## config.mk

```make
export PLATFORM = sky130hd
export DESIGN_NAME = stall_ctrl
export DESIGN_NICKNAME = d
export VERILOG_FILES = /design/src/rtl/stall_ctrl_pkg.sv /design/src/rtl/stall_ctrl_md_busy_fsm.sv /design/src/rtl/stall_ctrl.sv
export SDC_FILE = /design/constraint.sdc
export NUM_CORES = 1
export LEC_CHECK = 0
export ABC_AREA = 1
export ABC_CLOCK_PERIOD_IN_PS = 1800
export CAP_MARGIN = 20
export CORE_ASPECT_RATIO = 0.7
export CORE_UTILIZATION = 51
export CTS_CLUSTER_DIAMETER = 40
export DETAILED_ROUTE_END_ITERATION = 16
export DONT_BUFFER_PORTS = 1
export GPL_TIMING_DRIVEN = 0
export PLACE_DENSITY_LB_ADDON = 0.1
export REMOVE_ABC_BUFFERS = 1
export SLEW_MARGIN = 20
export SYNTH_ARGS = -nofsm -noshare
export SYNTH_HDL_FRONTEND = slang
export SYNTH_SLANG_ARGS = --single-unit
export TNS_END_PERCENT = 30
```

## constraint.sdc

```tcl
create_clock -name clk -period 1.8 [get_ports clk]
set_clock_uncertainty 0.2 [all_clocks]
set_input_delay 0.36 -clock clk [delete_from_list [all_inputs] [get_ports clk]]
set_output_delay 0.36 -clock clk [all_outputs]
set_load 0.05 [all_outputs]
```

## src/rtl/stall_ctrl_pkg.sv

```systemverilog
// stall_ctrl_pkg: shared encodings, latency defaults and MD sequencer state type
package stall_ctrl_pkg;

    localparam logic [1:0] TNEW_0    = 2'd0;
    localparam logic [1:0] TNEW_1    = 2'd1;
    localparam logic [1:0] TNEW_2    = 2'd2;
    localparam logic [1:0] TUSE_NONE = 2'd3;

    localparam int MULT_LAT_DEF = 5;
    localparam int DIV_LAT_DEF  = 10;

    typedef enum logic {
        IDLE = 1'b0,
        BUSY = 1'b1
    } md_state_e;

endpackage

```

## src/rtl/stall_ctrl_md_busy_fsm.sv

```systemverilog
// md_busy_fsm: multiply/divide busy sequencer; busy for exactly the op latency after the start edge
module md_busy_fsm
    import stall_ctrl_pkg::*;
#(
    parameter int MULT_LAT = MULT_LAT_DEF,
    parameter int DIV_LAT  = DIV_LAT_DEF
) (
    input  logic clk,
    input  logic reset,
    input  logic E_md_start,
    input  logic E_md_is_div,
    output logic md_start,
    output logic md_busy
);

    localparam int LAT_W = $clog2((MULT_LAT > DIV_LAT ? MULT_LAT : DIV_LAT) + 1);

    md_state_e        state_d, state_q;
    logic [LAT_W-1:0] cnt_d, cnt_q;

    // a start while busy is dropped: no restart and no reload
    always_comb begin
        md_start = E_md_start && state_q == IDLE;
        md_busy  = state_q == BUSY;
        state_d  = state_q;
        cnt_d    = cnt_q;
        if (md_start) begin
            state_d = BUSY;
            cnt_d   = E_md_is_div ? LAT_W'(DIV_LAT - 1) : LAT_W'(MULT_LAT - 1);
        end else if (md_busy) begin
            state_d = cnt_q == '0 ? IDLE : BUSY;
            cnt_d   = cnt_q == '0 ? cnt_q : cnt_q - 1'b1;
        end
    end

    always_ff @(posedge clk or negedge reset) begin
        if (!reset) begin
            state_q <= IDLE;
            cnt_q   <= '0;
        end else begin
            state_q <= state_d;
            cnt_q   <= cnt_d;
        end
    end

endmodule

```

## src/rtl/stall_ctrl.sv

```systemverilog
// stall_ctrl: pipeline hold/bubble/redirect control with RAW and MD-busy hazard detection
module stall_ctrl
    import stall_ctrl_pkg::*;
#(
    parameter int MULT_LAT = MULT_LAT_DEF,
    parameter int DIV_LAT  = DIV_LAT_DEF,
    parameter int CNT_W    = 32
) (
    input  logic             clk,
    input  logic             reset,
    input  logic [4:0]       D_rs,
    input  logic [4:0]       D_rt,
    input  logic [1:0]       D_tuse_rs,
    input  logic [1:0]       D_tuse_rt,
    input  logic             D_is_md,
    input  logic             D_redirect,
    input  logic [4:0]       E_wa,
    input  logic [1:0]       E_tnew,
    input  logic [4:0]       M_wa,
    input  logic [1:0]       M_tnew,
    input  logic             E_md_start,
    input  logic             E_md_is_div,
    output logic             pause,
    output logic             DE_flush,
    output logic             F_branch,
    output logic             md_start,
    output logic             md_busy,
    output logic [CNT_W-1:0] stall_cnt
);

    logic             hz_rs, hz_rt, hz_md, stall;
    logic [CNT_W-1:0] stall_cnt_d, stall_cnt_q;

    md_busy_fsm #(
        .MULT_LAT (MULT_LAT),
        .DIV_LAT  (DIV_LAT)
    ) u_md (
        .clk         (clk),
        .reset       (reset),
        .E_md_start  (E_md_start),
        .E_md_is_div (E_md_is_div),
        .md_start    (md_start),
        .md_busy     (md_busy)
    );

    // register 0 never hazards; TUSE_NONE (3) can never be exceeded by a 2-bit tnew
    always_comb begin
        hz_rs = D_rs != 5'd0 && ((D_rs == E_wa && E_tnew > D_tuse_rs) ||
                                 (D_rs == M_wa && M_tnew > D_tuse_rs));
        hz_rt = D_rt != 5'd0 && ((D_rt == E_wa && E_tnew > D_tuse_rt) ||
                                 (D_rt == M_wa && M_tnew > D_tuse_rt));
        hz_md       = D_is_md && (md_busy || md_start);
        stall       = hz_rs || hz_rt || hz_md;
        pause       = stall;
        DE_flush    = stall;
        F_branch    = D_redirect && !stall;
        stall_cnt_d = stall_cnt_q + CNT_W'(stall);
    end

    always_ff @(posedge clk or negedge reset) begin
        if (!reset) stall_cnt_q <= '0;
        else        stall_cnt_q <= stall_cnt_d;
    end

    assign stall_cnt = stall_cnt_q;

endmodule

```

======== Word level (Yosys, flattened, before mapping) ========
Index checks and enable logic that the tools add are counted.
word-level totals
  register bits after elaboration ......... 37
  word-level logic and storage cells ...... 42
  input port bits ......................... 34
cells by class
  eq/ne operators ......................... 5
  magnitude comparators ................... 4
  bitwise logic cells ..................... 1
  mux-type cells .......................... 7
  reductions and logical operators ........ 20
  add/subtract/negate cells ............... 2
operator list
  kind                   count
  $add A32 B1 Y32        1
  $eq A5 B5 Y1           4
  $mux W4                4
  $reduce_bool A5 Y1     2
  $logic_and A1 B1 Y1    9
  $gt A2 B2 Y1           4
  $logic_or A1 B1 Y1     5
  $logic_not A4 Y1       1
  $sub A4 B1 Y4 const B  1
  $mux W1                3
  $ne A2 B2 Y1 const B   1
  $reduce_and A2 Y1      1
  $reduce_bool A2 Y1     1
  $logic_not A1 Y1       1
  $not A1 Y1             1

======== Depth between registers and ports, before layout ========
  depth after elaboration ................. 8
  depth in mapped cells ................... 20

======== Cells and area by module ========
Synthesis repeated with hierarchy kept, for this count alone.
unflattened totals
  cells, all modules ...................... 333
  area, all modules ....................... 2,536.2 um^2
modules (own cells, without submodules)
  module       area each (um^2)  instances  seq. area each (um^2)  cells an instance
  stall_ctrl   2,233.4           1          800.8                  297
  md_busy_fsm  302.8             1          125.1                  36

======== Worst setup path after synthesis ========
OpenSTA, ideal clock, no wires.
  path kind ............................... input-to-reg
  start point ............................. in D_tuse_rt[1]
  end point ............................... reg stall_cnt_q[28], in the netlist stall_cnt[28]
  stages .................................. 17
  path slack .............................. -1.330 ns
  buffers on the path ..................... 0
  arrival time ............................ 2.807 ns
  cell sequence ........................... inv_1 -> ha_1 -> nand2_1 -> inv_1 -> nor2_1 -> nand2_1 -> nor2_1 -> nand2_1 -> nand2_1 -> nand2_1 -> nand3_1 -> ha_1 -> ha_1 -> nand3_2 -> nor4_1 -> nand3_1 -> xor2_1
on the way
  word-level cells in the longest chain between the ends .. 7
  elaborated cells on any way between the ends .. 9
  those cells by class .................... add/sub (1); order compare (2); reduce/logical (6)
ends and longest elaborated chain
  item                                    line                                text
  from (decl)                             stall_ctrl.sv:14                    input logic [1:0] D_tuse_rt,
  $gt A2 B2 Y1 (on tied branches)         stall_ctrl.sv:50, stall_ctrl.sv:51
  $logic_and A1 B1 Y1 (on tied branches)  stall_ctrl.sv:50, stall_ctrl.sv:51
  $logic_or A1 B1 Y1 (*)                  stall_ctrl.sv:50                    hz_rt = D_rt != 5'd0 && ((D_rt == E_wa && E_tnew > D_tuse_rt) ||
  $logic_and A1 B1 Y1 (*)                 stall_ctrl.sv:50
  $logic_or A1 B1 Y1 (*) (2 in a row)     stall_ctrl.sv:53                    stall = hz_rs || hz_rt || hz_md;
  via DE_flush                            stall_ctrl.sv:24                    output logic DE_flush,
  $add A32 B1 Y32 (*)                     stall_ctrl.sv:57                    stall_cnt_d = stall_cnt_q + CNT_W'(stall);
  via stall_cnt_d[28]                     stall_ctrl.sv:32                    logic [CNT_W-1:0] stall_cnt_d, stall_cnt_q;
  to (signal assigned)                    stall_ctrl.sv:62                    else stall_cnt_q <= stall_cnt_d;
  to (decl)                               stall_ctrl.sv:32
Mark *: on every way through the listed nets, which the timed path passes. The rest lies on a longest branch.
A chain may end at the register's enable or synchronous reset.

======== Worst setup path after layout ========
  start point ............................. in D_tuse_rs[1]
  end point ............................... out F_branch
on the way
  word-level cells in the longest chain between the ends .. 8
  elaborated cells on any way between the ends .. 10
  those cells by class .................... order compare (2); reduce/logical (8)
ends and longest elaborated chain
  item                                    line                                text
  from (decl)                             stall_ctrl.sv:13                    input logic [1:0] D_tuse_rs,
  $gt A2 B2 Y1 (on tied branches)         stall_ctrl.sv:48, stall_ctrl.sv:49
  $logic_and A1 B1 Y1 (on tied branches)  stall_ctrl.sv:48, stall_ctrl.sv:49
  $logic_or A1 B1 Y1 (*)                  stall_ctrl.sv:48                    hz_rs = D_rs != 5'd0 && ((D_rs == E_wa && E_tnew > D_tuse_rs) ||
  $logic_and A1 B1 Y1 (*)                 stall_ctrl.sv:48
  $logic_or A1 B1 Y1 (*) (2 in a row)     stall_ctrl.sv:53
  via DE_flush                            stall_ctrl.sv:24
  $logic_not A1 Y1 (*)                    stall_ctrl.sv:56                    F_branch = D_redirect && !stall;
  $logic_and A1 B1 Y1 (*)                 stall_ctrl.sv:56
  to (decl)                               stall_ctrl.sv:25                    output logic F_branch,
Marks and branches as above.

==> out/results.tsv <==
stage	metric	value	unit
finish	register area	927.1	um2
logic_synthesis	largest family of logic cells by synthesized area	simple AND/OR/NAND/NOR gates	
finish	Ant. Diodes	0	
floorplan	starting density of the core	54.55	%
sta	unrepaired setup endpoints after global routing	true	
sta	Max-slew headroom	53.30	%
logic_synthesis	sequential-to-total area share from yosys stat	37.89	%
floorplan	die height	59.92	um
logic_synthesis	Post-Synth Simple-Gate Area	33.18	%
sta	Fin. Hold Viols	0	
flow_run	max-cap violation count	0	
global_route	first-pass GRT wire length	9384	um
sta	fin crit period	2.519	ns
floorplan	total core area	4479	um2
outcome	failing checks	negative setup slack	
finish	Area growth syn-to-layout	25.65	%
setup_path	worst r2r path cells	11	
sta	fmax	0.3970	GHz
global_route	grt ovf	0	
setup_path	Critical Path Max Stage Delay	0.27	ns
global_route	vias in the first global route	1975	
logic_synthesis	Syn Std Cell Area	2444	um2
clocking	H-tree depth	2	
sta	final setup fails	35	
route	Initial DRC Count	105	
finish	Total Nets Final	391	
setup_path	worst endpoint required time	1.24	ns
setup_path	RR Startpoint	u_md.md_busy	
pwr	clock power share	24.6	%
floorplan	I/O pin cnt	71	
setup_path	critical path class	input port to output pin	
pwr	Static Leak	1.543	nW
setup_path	CP startpoint kind	input port	
clocking	clock latency at the later pin of the worst-skew pair	0.29	ns
finish	multi-input logic area	1529	um2
floorplan	Die Area	5077	um2
clocking	root buf cell	clkbuf_8	
route	post-route ant nets	0	
route	wire per inst	15.08	um
setup_path	CP max-delay cell	ha_4	
placement	Routability Congestion	0.8926	
route	router iterations before antenna repair	11	
logic_synthesis	Post-Synthesis Cells	319	
worst_hold_path	worst hold path type	input port to flip-flop	
finish	commonest non-fill, non-tap cell in the layout	nand2_1	
floorplan	Rows	20	
setup_path	CP Data Arrival Time	1.96	ns
logic_synthesis	Netlist cell types	26	
logic_synthesis	post-synthesis mux area share	0	%
sta	max-slew violation count	0	
clocking	total CTS buffers	5	
sta	setup TNS	-17.47	ns
route	Via-to-Cell Ratio	5.217	
pwr	Net Switching	1.241	mW
global_route	GRT Total Usage	24.48	%
floorplan	DIE WIDTH	84.74	um
pwr	Logic pwr share	27.0	%
clocking	CTS tree	built	
setup_path	CP Capture Type	output pin	
logic_synthesis	yosys warns	0	
logic_synthesis	Synth Area in Compound Gates	2.816	%
logic_synthesis	syn_area_per_cell	7.660	um2
setup_path	crit-path most repeated cell	buf_6	
setup_path	RR Endpoint	stall_cnt[24]	
sta	final period utilization	139.9	%
setup_path	crit-path cells	clkinvlp_4, ha_4, buf_6, a21oi_2, nor2_1, nand3_1, nand2_1, nand2_2, nand3_4, buf_16, buf_6, nor2_4	
finish	most frequent cells in the layout	nand2_1 (82), inv_1 (44), dfrtp_1 (36), xor2_1 (24), nor2_1 (22)	
finish	layout cells sized above 1	21.39	%
clocking	CTS Buffer Depth	2	
placement	PortBufs	0	
setup_path	origin of the worst setup path	D_tuse_rs[1]	
global_route	initial antenna violation count	0	
pwr	Int Pwr	1.776	mW
route	via count	2092	
clocking	clock-pin slew on the worst setup and hold paths	0.07	ns
finish	Final Util	68.55	%
pwr	worst vdd ir	0.001179	V
finish	# fillers	372	
pwr	Sw Ratio	41.13	%
pwr	sequential power share	48.3	%
logic_synthesis	post-synthesis sequential element count	37	
global_route	pin count of the biggest net entering global routing	38	
logic_synthesis	Post-Synth XOR/XNOR Area	11.83	%
outcome	status	finished with violations	
logic_synthesis	post-synthesis adder-cell area fraction	6.144	%
route	Post-route DRC	0	
sta	Final Worst Setup Slack	-0.7189	ns
clocking	# clock sinks	37	
placement	Post-DP HPWL	4289	um
setup_path	crit path capture	F_branch	
route	WL final	6047	um
setup_path	reg2reg setup slack	-0.50	ns
setup_path	Crit Path Max Fanout	3	
sta	worst slew pin tran	0.7005	ns
pwr	power density cells	982.8	nW/um2
[power by group through the flow]
stage	Combinational [mW]	Clock [mW]	Sequential [mW]
after floorplan	0.491	0	1.39
after global placement	0.560	0	1.42
after detailed placement	0.609	0	1.43
after CTS	0.753	0.757	1.44
after global routing	0.911	0.794	1.48
final	0.816	0.744	1.46
[routing by layer]
layer / GRT usage (%) / vias to the layer above / wire, um
li1: - / 1049 / -
met1: 36.78 / 959 / 3098
met2: 33.10 / 75 / 2375
met3: 8.149 / 9 / 496
met4: 6.780 / 0 / 77
met5: 0 / - / 0
[worst min-delay path by stage]
| stage | startpoint | endpoint | slack (ns) | cells after the start |
|---|---|---|---|---|
| after detailed placement | reset | u_md.cnt_q[3] | -0.13 | 0 |
| after global routing | E_md_is_div | u_md.cnt_q[3] | 0.09 | 2 |
| after CTS | E_md_is_div | u_md.cnt_q[3] | 0.08 | 2 |
| final | E_md_is_div | u_md.cnt_q[3] | 0.08 | 2 |
| after floorplan | reset | stall_cnt[0] | -0.14 | 0 |
| after global placement | reset | u_md.cnt_q[3] | -0.13 | 0 |
[synthesized netlist by cell type]
cell type / number / share of area (%)
a21oi_1: 4 / 0.82
and3b_1: 1 / 0.36
buf_4: 1 / 0.31
dfrtp_1: 37 / 38
ha_1: 12 / 6.1
inv_1: 48 / 7.4
inv_2: 3 / 0.46
nand2_1: 88 / 14
nand2_2: 2 / 0.51
nand2b_1: 1 / 0.26
nand3_1: 23 / 4.7
nand3_2: 2 / 0.82
nand3_4: 1 / 0.72
nand3b_1: 2 / 0.61
nand4_1: 4 / 1.0
nor2_1: 25 / 3.8
nor2_2: 3 / 0.77
nor2_4: 4 / 1.8
nor3_1: 12 / 2.5
nor3_2: 3 / 1.2
nor4_1: 2 / 0.51
o211ai_1: 3 / 0.92
o21ai_0: 4 / 0.82
o22ai_1: 1 / 0.26
xnor2_1: 9 / 3.2
xor2_1: 24 / 8.6
[cells by family after synthesis]
kind of cell	Yosys count
simple gates	173
buf+inv	52
flops	37
xor+xnor	33
compound gates	12
fa+ha+maj	12
[worst max-delay path: cells and delay by family]
kind / cells / cell delay (ns)
buffers and inverters: 4 / 0.55
adder cells (fa/ha/maj): 1 / 0.27
AND/OR/NAND/NOR: 6 / 0.66
AO/OA/AOI/OAI: 1 / 0.12
[cell type report]
cell class | count | area share (%)
Clock buffer | 7 | 2.812
Clock inverter | 1 | 0.9780
Inverter | 51 | 7.213
Tap cell | 55 | 2.241
Timing Repair Buffer | 20 | 6.764
Multi-Input combinational cell | 230 | 49.80
Sequential cell | 37 | 30.20
[state kept, by name, indices dropped and copies added (netlist names)]
register and flops:
u_md.md_busy 1, u_md.cnt_q 4, stall_cnt 32
[repair_timing]
action	in CTS	in global routing
pin swaps	22	18
endpoints found under the setup margin	38	35
setup buffers	8	8
hold buffers	2	0
endpoints found under the hold margin	37	0
gates resized for setup	47	11
[per-stage QoR]
step	power (mW)	instances	hold WS [ns]	worst slack [ns]	area (um2)
after global placement	1.984	373	-0.1349	-2.289	2505
after detailed placement	2.039	375	-0.1349	-1.532	2536
after CTS	2.945	393	0.07604	-0.6255	2959
final	3.018	401	0.08294	-0.7189	3070
after floorplan	1.877	318	-0.1356	-1.688	2436
after global routing	3.185	401	0.08867	-0.8449	3070
Note: power is estimated with default switching activity, not from simulation.
